`src/rtl/bound_flasher_param.sv`:
```
// Parametrised bound flasher: sweeps a thermometer lamp bar up and down through six phases,
// with flick-driven kickback at two bound points, a step prescaler and optional auto-repeat.
module bound_flasher_param #(
    parameter int unsigned WIDTH    = 16,
    parameter int unsigned UP1_TGT  = 6,
    parameter int unsigned UP2_TGT  = 11,
    parameter int unsigned DN2_TGT  = 5,
    parameter int unsigned KB1      = 6,
    parameter int unsigned KB2      = 11,
    parameter int unsigned STEP_DIV = 1
) (
    input  logic             clk,
    input  logic             rst,
    input  logic             flick,
    input  logic             loop,
    output logic [WIDTH-1:0] lamp,
    output logic             busy,
    output logic             done,
    output logic [2:0]       phase
);

    localparam int unsigned LW = $clog2(WIDTH + 1);
    localparam int unsigned CW = (STEP_DIV > 1) ? $clog2(STEP_DIV) : 1;

    localparam logic [LW-1:0] UP1_L   = LW'(UP1_TGT);
    localparam logic [LW-1:0] UP2_L   = LW'(UP2_TGT);
    localparam logic [LW-1:0] DN2_L   = LW'(DN2_TGT);
    localparam logic [LW-1:0] KB1_L   = LW'(KB1);
    localparam logic [LW-1:0] KB2_L   = LW'(KB2);
    localparam logic [LW-1:0] FULL_L  = LW'(WIDTH);
    localparam logic [CW-1:0] CNT_MAX = CW'(STEP_DIV - 1);

    typedef enum logic [2:0] {
        IDLE = 3'd0,
        UP1  = 3'd1,
        DN1  = 3'd2,
        UP2  = 3'd3,
        DN2  = 3'd4,
        UP3  = 3'd5,
        DN3  = 3'd6
    } state_t;

    state_t           state_q, state_d;
    logic [LW-1:0]    l_q, l_d;
    logic [LW-1:0]    l_step;
    logic [CW-1:0]    cnt_q, cnt_d;
    logic             done_q, done_d;
    logic             busy_q, busy_d;
    logic [WIDTH-1:0] lamp_q, lamp_d;
    logic             tick;

    assign tick = (cnt_q == CNT_MAX);

    always_comb begin
        state_d = state_q;
        l_d     = l_q;
        cnt_d   = cnt_q;
        done_d  = 1'b0;

        case (state_q)
            UP1, UP2, UP3: l_step = l_q + LW'(1);
            DN1, DN2, DN3: l_step = l_q - LW'(1);
            default:       l_step = l_q;
        endcase

        if (state_q == IDLE) begin
            cnt_d = '0;
            l_d   = '0;
            if (flick) begin
                state_d = UP1;
            end
        end else begin
            cnt_d = tick ? '0 : cnt_q + CW'(1);
            if (tick) begin
                l_d = l_step;
                // Transitions compare against the post-step count so the state change lands
                // on the same edge as the lamp update; kickback outranks the sweep target.
                case (state_q)
                    UP1: if (l_step == UP1_L) state_d = DN1;
                    DN1: if (l_step == '0)    state_d = UP2;
                    UP2: begin
                        if (flick && (l_step == KB1_L))  state_d = DN1;
                        else if (l_step == UP2_L)        state_d = DN2;
                    end
                    DN2: if (l_step == DN2_L) state_d = UP3;
                    UP3: begin
                        if (flick && (l_step == KB2_L))  state_d = DN2;
                        else if (l_step == FULL_L)       state_d = DN3;
                    end
                    DN3: begin
                        if (l_step == '0) begin
                            state_d = loop ? UP1 : IDLE;
                            done_d  = 1'b1;
                        end
                    end
                    default: state_d = IDLE;
                endcase
            end
        end

        busy_d = (state_d != IDLE);

        lamp_d = '0;
        for (int unsigned i = 0; i < WIDTH; i++) begin
            lamp_d[i] = (i < 32'(l_d));
        end
    end

    always_ff @(posedge clk) begin
        if (rst) begin
            state_q <= IDLE;
            l_q     <= '0;
            cnt_q   <= '0;
            done_q  <= 1'b0;
            busy_q  <= 1'b0;
            lamp_q  <= '0;
        end else begin
            state_q <= state_d;
            l_q     <= l_d;
            cnt_q   <= cnt_d;
            done_q  <= done_d;
            busy_q  <= busy_d;
            lamp_q  <= lamp_d;
        end
    end

    assign lamp  = lamp_q;
    assign busy  = busy_q;
    assign done  = done_q;
    assign phase = state_q;

endmodule

```
`config.mk`:
```
export PLATFORM = sky130hd
export DESIGN_NAME = bound_flasher_param
export DESIGN_NICKNAME = d
export VERILOG_FILES = /design/src/rtl/bound_flasher_param.sv
export SDC_FILE = /design/constraint.sdc
export NUM_CORES = 1
export LEC_CHECK = 0
export ABC_AREA = 1
export CAP_MARGIN = 5
export CELL_PAD_IN_SITES_DETAIL_PLACEMENT = 1
export CELL_PAD_IN_SITES_GLOBAL_PLACEMENT = 1
export CORE_MARGIN = 4
export CORE_UTILIZATION = 40
export DETAILED_ROUTE_END_ITERATION = 10
export PLACE_DENSITY_LB_ADDON = 0.1
export SLEW_MARGIN = 15
export SYNTH_ARGS = -nofsm -noshare
export SYNTH_HDL_FRONTEND = slang
export SYNTH_SLANG_ARGS = --single-unit
export TNS_END_PERCENT = 1
```
`constraint.sdc`:
```
create_clock -name clk -period 6 [get_ports clk]
set_input_delay 0.6 -clock clk [delete_from_list [all_inputs] [get_ports clk]]
set_output_delay 0.6 -clock clk [all_outputs]
set_load 0.01 [all_outputs]
```
* Word-level counts from Yosys, hierarchy flattened
Index checks and enable logic that the tools add are counted.
Storage, ports and cells: memories kept 0, latch bits 0, memory bits (writable) 0, register bits after elaboration 27, memory bits (read-only) 0, word-level logic and storage cells 63
Operators by class: reduce and logical (&&, ||, !) cells 9, mux-type cells 17, shifts and indexed selects 0, $mul 0, eq/ne operators 10, bitwise operators 2, $add $sub $neg 3, div/mod/pow operators 0, $lt $le $gt $ge 16
Operators with widths (count):
- < comparator 4 x 5 -> 1 bit, first input constant | 8
- two-way mux 3 bit | 11
- < comparator 3 x 5 -> 1 bit, first input constant | 4
- one-hot mux 3 bit (6 select lines) | 1
- == test 5 x 3 -> 1 bit, second input constant | 2
- < comparator 1 x 5 -> 1 bit, first input constant | 2
- < comparator 2 x 5 -> 1 bit, first input constant | 2
- two-way mux 5 bit | 2
- one-hot mux 5 bit (2 select lines) | 1
- == test 3 bit, second input constant | 3
- OR reduction 3 bit | 3
- == test 3 x 2 -> 1 bit, second input constant | 2
- adder 5 x 1 -> 5 bit, second input constant | 1
- == test 5 x 4 -> 1 bit, second input constant | 1
- == test 5 bit, second input constant | 1
- logical NOT 5 bit | 1
- subtractor 5 x 1 -> 5 bit, second input constant | 1
- OR reduction 4 bit | 1
- == test 3 x 1 -> 1 bit, second input constant | 1
- logical NOT 3 bit | 1
- nonzero test 3 bit | 1
- logical AND 1 bit | 2
- two-way mux 1 bit | 2
- inverter 1 bit | 2
- adder 1 bit, second input constant | 1

* Logic depth before layout (Yosys ltp)
Gate-level depths: netlist (run 1).
word-level depth 10, depth in mapped cells 21, depth with buffers taken out 21

* Least setup slack after synthesis (run 1)
Ideal clock, no wire load.
path type register -> register, start point register state_q[2] (netlist: phase[2]), end point register lamp_q[14] (netlist: lamp[14]), cell stages (with the launch flop) 16, arrival 2.350 ns, path slack 3.531 ns, setup time 0.119 ns, cell sequence dfxtp_1 > buf_2 > o21ai_2 > inv_1 > ha_1 > or2_2 > nand3_1 > nand3_1 > nand2_2 > nor2_1 > nor3_4 > inv_2 > nor2_2 > inv_2 > o31ai_1 > inv_1
On the way: word-level cells in the longest chain between the ends 6, elaborated cells on any way between the ends 13
Ends and longest elaborated chain:
- from (decl) | line 43 | state_t state_q, state_d;
- from (signal assigned) | line 118 | state_q <= state_d;
- == test 3 bit, or another cell as far along | line 60 | case (state_q)
- OR reduction 3 bit | line 60
- one-hot mux 5 bit (2 select lines) | line 60
- two-way mux 5 bit | line 74 | if (tick) begin
- two-way mux 5 bit * | line 66 | if (state_q == IDLE) begin
- < comparator 4 x 5 -> 1 bit * | line 105 | lamp_d[i] = (i < 32'(l_d));
- to (signal assigned) | line 123 | lamp_q <= lamp_d;
- to (decl) | line 49 | logic [WIDTH-1:0] lamp_q, lamp_d;
Every way passes the cells marked *; elsewhere a longest branch is shown, timed or not. A chain may end at the register's enable or synchronous reset.

* Final worst setup path (run 1)
start point register state_q[0] (netlist: phase[0]), end point register lamp_q[14] (netlist: lamp[14])
The elaborated chain is that of the path after synthesis.

==> qor.csv, run 1 <==
stage,metric,value,unit
timing,fin crit share,45.6,%
synth,"Avg Cell Area, Syn",6.69,sq um
finish,ant diodes,0,
worst_setup_path,Worst Path Required,6.16,ns
clock_tree,Max clock buf depth,2,
placed_design,Routability Congestion,0.761,
route,initial DRC count,56,
pwr,Sw Pwr,100,uW
floorplanning,DIE WIDTH,69.2,um
worst_setup_path,flop-to-flop setup slack,3.26,ns
worst_setup_path,critical path endpoint category,flop,
route,Residual DRC,0,
worst_setup_path,worst setup path class,flop to flop,
synth,"Seq/Total Area, Yosys",34.8,%
worst_setup_path,RR Endpoint,lamp[14]$_SDFF_PP0_,
clock_tree,buffers inserted by post-CTS timing repair,0,
floorplanning,die area,0.00479,sq mm
finish,NumNets Final,258,
timing,total negative slack,0,ns
synth,synthesized flop and latch total,26,
clock_tree,TritonCTS buffer count,3,
synth,syn_nets,232,
worst_setup_path,WP data arrival,2.89,ns
pwr,PwrDens,196,mW/mm^2
pwr,power share of the clock group,26.2,%
placed_design,Placed Cells,291,
clock_tree,clk_lat worst skew,0.26,ns
floorplanning,Chip Height,69.2,um
synth,Post-Syn Area,0.00150,sq mm
worst_setup_path,origin of the critical flop-to-flop path,phase[0]$_SDFF_PP0_,
route,vias post-DR,1443,
timing,final clock skew,0.00547,ns
pwr,Comb power frac,21.5,%
worst_setup_path,crit path from,phase[0]$_SDFF_PP0_,
route,Antenna Nets Post-Route,0,
placed_design,DP HPWL,3.17,mm
pwr,Static Leak,0.000879,uW
hold_path,worst hold path class,flop to flop,
global_routing,first-pass GRT wire length,6.60,mm
pwr,worst vdd ir,149,uV
timing,Slew headroom,65.1,%
floorplanning,total core area,0.00347,sq mm
finish,final std cells w/o fill,294,
clock_tree,hold buffer count at CTS,0,
clock_tree,Worst-path clk slew,0.08,ns
placed_design,DP Worst Slack,3.28,ns
global_routing,GR Overflow Total,0,
timing,Fin. Hold Viols,0,
global_routing,antenna violations before repair,0,
finish,"Design Area, Final",0.00182,sq mm
clock_tree,CTS tree,yes,
placed_design,Area after DPL,0.00178,sq mm
floorplanning,I/O pin cnt,25,
route,via/cell ratio,4.91,
pwr,sequential share of power,52.3,%
placed_design,I/O Buffers,24,
timing,RSZ-0062 raised after global routing,no,
floorplanning,Core Rows,21,
synth,Cells after Synth,224,
clock_tree,post-CTS sizing,0,
worst_setup_path,element type at the critical path start,flop,
timing,setup violation total in the final timing report,0,
timing,worst slew pin tran,0.522,ns
worst_setup_path,FF-to-FF path depth,15,
hold_path,hold path start,cnt_q$_SDFF_PP0_,
worst_setup_path,crit path max fanout,6,
floorplanning,initial core utilization,43.2,%
route,total wire length,3.90,mm
clock_tree,Root Buffer,clkbuf_8,
timing,Max Transition Viols Final,0,
global_routing,pin count of the biggest net entering global routing,14,
timing,crit path time final,2.74,ns
global_routing,All-Layer GR Usage,16.5,%
hold_path,worst min-delay path endpoint,phase[1]$_SDFF_PP0_,
synth,post-synthesis cell type count,30,
pwr,Sw Ratio,28.1,%
route,post-DR wirelength/cell,13.2,um
clock_tree,H-tree Lvls,1,
hold_path,Worst Hold Path Cells,2,
pwr,internal power,256,uW
global_routing,number of global-route vias before repair,1464,
status,status,finished clean,
finish,layout overhead on the synthesized area,21.6,%
timing,post-route setup slack,3.26,ns
timing,Max Fclk,0.366,GHz
clock_tree,CTS sink cnt,26,
synth,Yosys warning count,0,
finish,layout cell share with drive strength beyond 1,12.9,%
job,max-cap viol count,0,
route,first-pass iteration count of the detailed router,4,
## through the flow
| stage | hold WS (ns) | power, uW | utilization [%] |
|---|---|---|---|
| finish | 0.619 | 356 | 52.5 |
| floorplan | 0.531 | 237 | - |
| CTS | 0.617 | 360 | 52.5 |
| detailed placement | 0.606 | 267 | 51.3 |
| global placement | 0.595 | 266 | 51.3 |
| global route | 0.638 | 378 | 52.5 |
## cell usage after synthesis
master	instances	area, sq um
nor3_4	1	16.3
buf_2	1	5.00
nand3_1	24	120
nor2_1	22	82.6
fa_1	1	20.0
nor3_2	1	10.0
or2_2	1	6.26
ha_1	3	37.5
nor3_1	5	25.0
nand4_1	3	18.8
conb_1	1	3.75
o21ai_2	1	8.76
o21ai_1	2	10.0
dfxtp_1	26	521
nand2_4	2	22.5
a21boi_1	1	7.51
inv_2	8	30.0
buf_4	1	7.51
nand2_1	61	229
o21bai_1	1	7.51
nand2_2	3	18.8
o21ai_0	5	25.0
a21oi_1	10	50.1
inv_1	25	93.8
nor2_2	5	31.3
clkbuf_1	1	3.75
clkinv_1	1	3.75
o31ai_1	1	7.51
nand3_2	3	30.0
nor2_4	4	45.0
## worst max-delay path: stages, from the launching register on
cell and delay [ns]:
dfxtp_1 0.44, inv_2 0.12, o21ai_2 0.11, inv_1 0.12
ha_1 0.36, or2_2 0.33, nand3_1 0.08, nand3_1 0.10
nand2_2 0.11, nor2_1 0.07, nor3_4 0.20, inv_2 0.07
nor2_2 0.16, inv_2 0.08, o31ai_1 0.20, inv_1 0.06
## logic make-up (layout without fill, tap and decap cells)
logic type | count (synthesis) | after routing | share of synthesized area, %
flip-flops | 26 | 26 | 34.8
buffers and inverters | 37 | 61 | 9.61
adder cells (fa/ha/maj) | 4 | 4 | 3.84
other | 1 | 1 | 0.250
AO/OA/AOI/OAI | 21 | 21 | 7.77
AND/OR/NAND/NOR | 135 | 135 | 43.8
## cell usage in the layout (no fill, tap or decap), drive strengths merged, types with 3 or more instances in the layout
master	n
clkdlybuf4s50	24
ha	3
clkbuf	3
nand2	66
nor2	31
nor3	7
nand3	27
a21oi	10
inv	33
o21ai	8
nand4	3
dfxtp	26
## worst max-delay path by stage
stage,end,slack [ns],depth (start not counted)
after floorplan,lamp[14]$_SDFF_PP0_,3.53,15
after global placement,lamp[14]$_SDFF_PP0_,3.30,15
after detailed placement,busy$_SDFF_PP0_,3.28,18
after CTS,lamp[14]$_SDFF_PP0_,3.23,15
after global routing,busy$_SDFF_PP0_,2.99,18
final,lamp[14]$_SDFF_PP0_,3.26,15
## cell type report
type                       instances  area, sq um
tap                               46         57.6
timing repair buffer              24          240
inverter                          34          128
clock buffer                       3         41.3
multi-input combinational        161          833
sequential                        26          520
fill                             497         1650
## layer usage
layer / wire length, um / vias up / global-route usage [%]
met4: 52 / 0 / 5.86
met3: 60 / 5 / 1.30
li1: - / 750 / -
met5: 0 / - / 0
met2: 1900 / 17 / 28.3
met1: 1890 / 671 / 21.7
## sequential cells by signal, indices dropped and copies added, names as in the netlist
name   count
l_q        5
lamp      15
done       1
cnt_q      1
busy       1
phase      3
## power groups by stage
stage	Combinational [uW]	Clock, uW	Sequential [uW]
finish	76.6	93.3	186
global route	85.2	106	187
CTS	77.4	96.3	186
detailed placement	76.8	0	190
global placement	75.6	0	190
floorplan	44.2	0	193
(Power assumes the default switching activity.)
==> run 2: changes to the inputs <==
CORE_UTILIZATION = 33   (was 40)
clock period = 2.5 ns   (was 6 ns; I/O delays follow)
==> run 2 against run 1 <==
Cell count increased by 8.5%. Routed wire length increased by 12%. Die area increased by 19%. Critical endpoint is now busy$_SDFF_PP0_.
==> qor.csv, run 2 (synthesized netlist as in run 1, its figures left out) <==
stage,metric,value,unit,change
route,Residual DRC,0,,unchanged
finish,ant diodes,0,,unchanged
timing,worst slew pin tran,0.506,ns,was 0.522 ns
timing,Fin. Hold Viols,0,,unchanged
clock_tree,TritonCTS buffer count,3,,unchanged
timing,Max Transition Viols Final,0,,unchanged
global_routing,All-Layer GR Usage,16.1,%,was 16.5%
route,first-pass iteration count of the detailed router,4,,unchanged
global_routing,GR Overflow Total,0,,unchanged
worst_setup_path,WP data arrival,2.52,ns,was 2.89 ns
finish,fin util,48.7,%,was 52.5%
global_routing,number of global-route vias before repair,1521,,was 1464
hold_path,worst hold path class,flop to flop,,unchanged
finish,layout cell share with drive strength beyond 1,30.3,%,was 12.9%
worst_setup_path,crit path max fanout,3,,was 6
finish,"Design Area, Final",0.00214,sq mm,was 0.00182 sq mm
floorplanning,total core area,0.00438,sq mm,was 0.00347 sq mm
clock_tree,H-tree Lvls,1,,unchanged
pwr,Static Leak,0.000981,uW,was 0.000879 uW
job,max-cap viol count,0,,unchanged
floorplanning,Core Rows,24,,was 21
timing,final clock skew,0.00596,ns,was 0.00547 ns
finish,number of flip-flops under the largest register name,15,,unchanged
global_routing,first-pass GRT wire length,7.07,mm,was 6.60 mm
placed_design,Routability Congestion,0.854,,was 0.761
route,Antenna Nets Post-Route,0,,unchanged
placed_design,Placed Cells,310,,was 291
floorplanning,die area,0.00568,sq mm,was 0.00479 sq mm
worst_setup_path,origin of the critical flop-to-flop path,phase[0]$_SDFF_PP0_,,unchanged
finish,NumNets Final,276,,was 258
timing,crit path time final,2.36,ns,was 2.74 ns
finish,most frequent cells in the layout,"nand2_1 (53), dfxtp_1 (24), clkdlybuf4s50_1 (24)",,"was nand2_1 (61), dfxtp_1 (26), inv_1 (25)"
floorplanning,Chip Height,75.4,um,was 69.2 um
status,status,finished clean,,unchanged
finish,final std cells w/o fill,319,,was 294
clock_tree,clk_lat worst skew,0.26,ns,about the same
floorplanning,I/O pin cnt,25,,unchanged
global_routing,antenna violations before repair,0,,unchanged
route,post-DR wirelength/cell,13.6,um,was 13.2 um
timing,setup violation total in the final timing report,0,,unchanged
floorplanning,DIE WIDTH,75.4,um,was 69.2 um
clock_tree,CTS tree,yes,,unchanged
worst_setup_path,element type at the critical path start,flop,,unchanged
global_routing,pin count of the biggest net entering global routing,15,,was 14
floorplanning,initial core utilization,34.2,%,was 43.2%
finish,layout overhead on the synthesized area,42.6,%,was 21.6%
route,vias post-DR,1525,,was 1443
timing,Max Fclk,0.424,GHz,was 0.366 GHz
worst_setup_path,Worst Path Required,2.66,ns,was 6.16 ns
hold_path,hold path start,cnt_q$_SDFF_PP0_,,unchanged
worst_setup_path,worst setup path class,flop to flop,,unchanged
route,initial DRC count,83,,was 56
clock_tree,Root Buffer,clkbuf_8,,unchanged
clock_tree,CTS sink cnt,26,,unchanged
worst_setup_path,critical path endpoint category,flop,,unchanged
timing,fin crit share,94.4,%,was 45.6%
pwr,worst vdd ir,361,uV,was 149 uV
finish,"commonest non-fill, non-tap cell in the layout",nand2_1,,unchanged
finish,Fillers,549,,was 497
clock_tree,Worst-path clk slew,0.09,ns,was 0.08 ns
worst_setup_path,crit path from,phase[0]$_SDFF_PP0_,,unchanged
route,total wire length,4.35,mm,was 3.90 mm
route,via/cell ratio,4.78,,was 4.91
placed_design,Area after DPL,0.00188,sq mm,was 0.00178 sq mm
pwr,PwrDens,446,mW/mm^2,was 196 mW/mm^2
timing,Slew headroom,66.2,%,was 65.1%
timing,RSZ-0062 raised after global routing,yes,,was no
placed_design,DP HPWL,3.40,mm,was 3.17 mm
clock_tree,Max clock buf depth,2,,unchanged
placed_design,I/O Buffers,24,,unchanged
timing,Hold WS,0.606,ns,was 0.619 ns
## run 2: where the power goes
group,internal (uW),switching (uW),leakage (uW)
registers,435,10.4,0.000213
clock network,140,118,0.0000288
logic,110,138,0.000739
total,686,267,0.000981
## run 2: worst paths after layout
path                         endpoint  slack (ns)  depth (start not counted)
hold reg to reg   phase[1]$_SDFF_PP0_        0.61                          2
hold / removal    phase[1]$_SDFF_PP0_        0.61                          2
setup reg to reg      busy$_SDFF_PP0_        0.14                         17
setup / recovery      busy$_SDFF_PP0_        0.14                         17
## run 2: per-layer routing
metal	vias to the layer above	GRT usage [%]	wire, um
li1	790	-	-
met1	720	21.6	2050
met2	13	28.4	2240
met3	2	1.19	33
met4	0	2.91	16
met5	-	0	0
## run 2: timing repair
| action | in CTS | in global routing |
|---|---|---|
| setup buffers | 0 | 5 |
| gates resized for setup | 0 | 42 |
| hold buffers | 0 | 0 |
| hold endpoints to repair | 0 | 0 |
| setup endpoints to repair | 0 | 17 |
## run 2: stage by stage
stage | setup TNS (ns) | setup slack, ns | power (uW)
2_1_floorplan | 0 | 0.0313 | 570
3_3_place_gp | 0 | 0.0357 | 663
3_5_place_dp | 0 | 0.0368 | 664
4_1_cts | 0 | 0.0167 | 926
5_1_grt | -0.140 | -0.0677 | 1010
6_report | 0 | 0.139 | 953
## run 2: layout make-up
cell class / instances / area, sq um / area share, %
Multi-Input combinational cell: 161 / 987 / 46.2
Clock buffer: 4 / 55.1 / 2.58
Tap cell: 52 / 65.1 / 3.05
Sequential cell: 26 / 523 / 24.5
Inverter: 34 / 130 / 6.09
Timing Repair Buffer: 42 / 375 / 17.6
## run 2: critical path, stage by stage, from the launching register on
cell,delay [ns]
dfxtp_2,0.34
inv_2,0.06
o21ai_2,0.06
buf_4,0.14
fa_2,0.56
nand3_2,0.08
nand2_4,0.10
nand3_4,0.08
nor2_4,0.13
nand2_2,0.07
nand2_2,0.07
nand2_1,0.05
nor2_1,0.08
nand2_1,0.07
nand2_1,0.08
nand2_1,0.07
o21bai_1,0.14
nand2_1,0.06
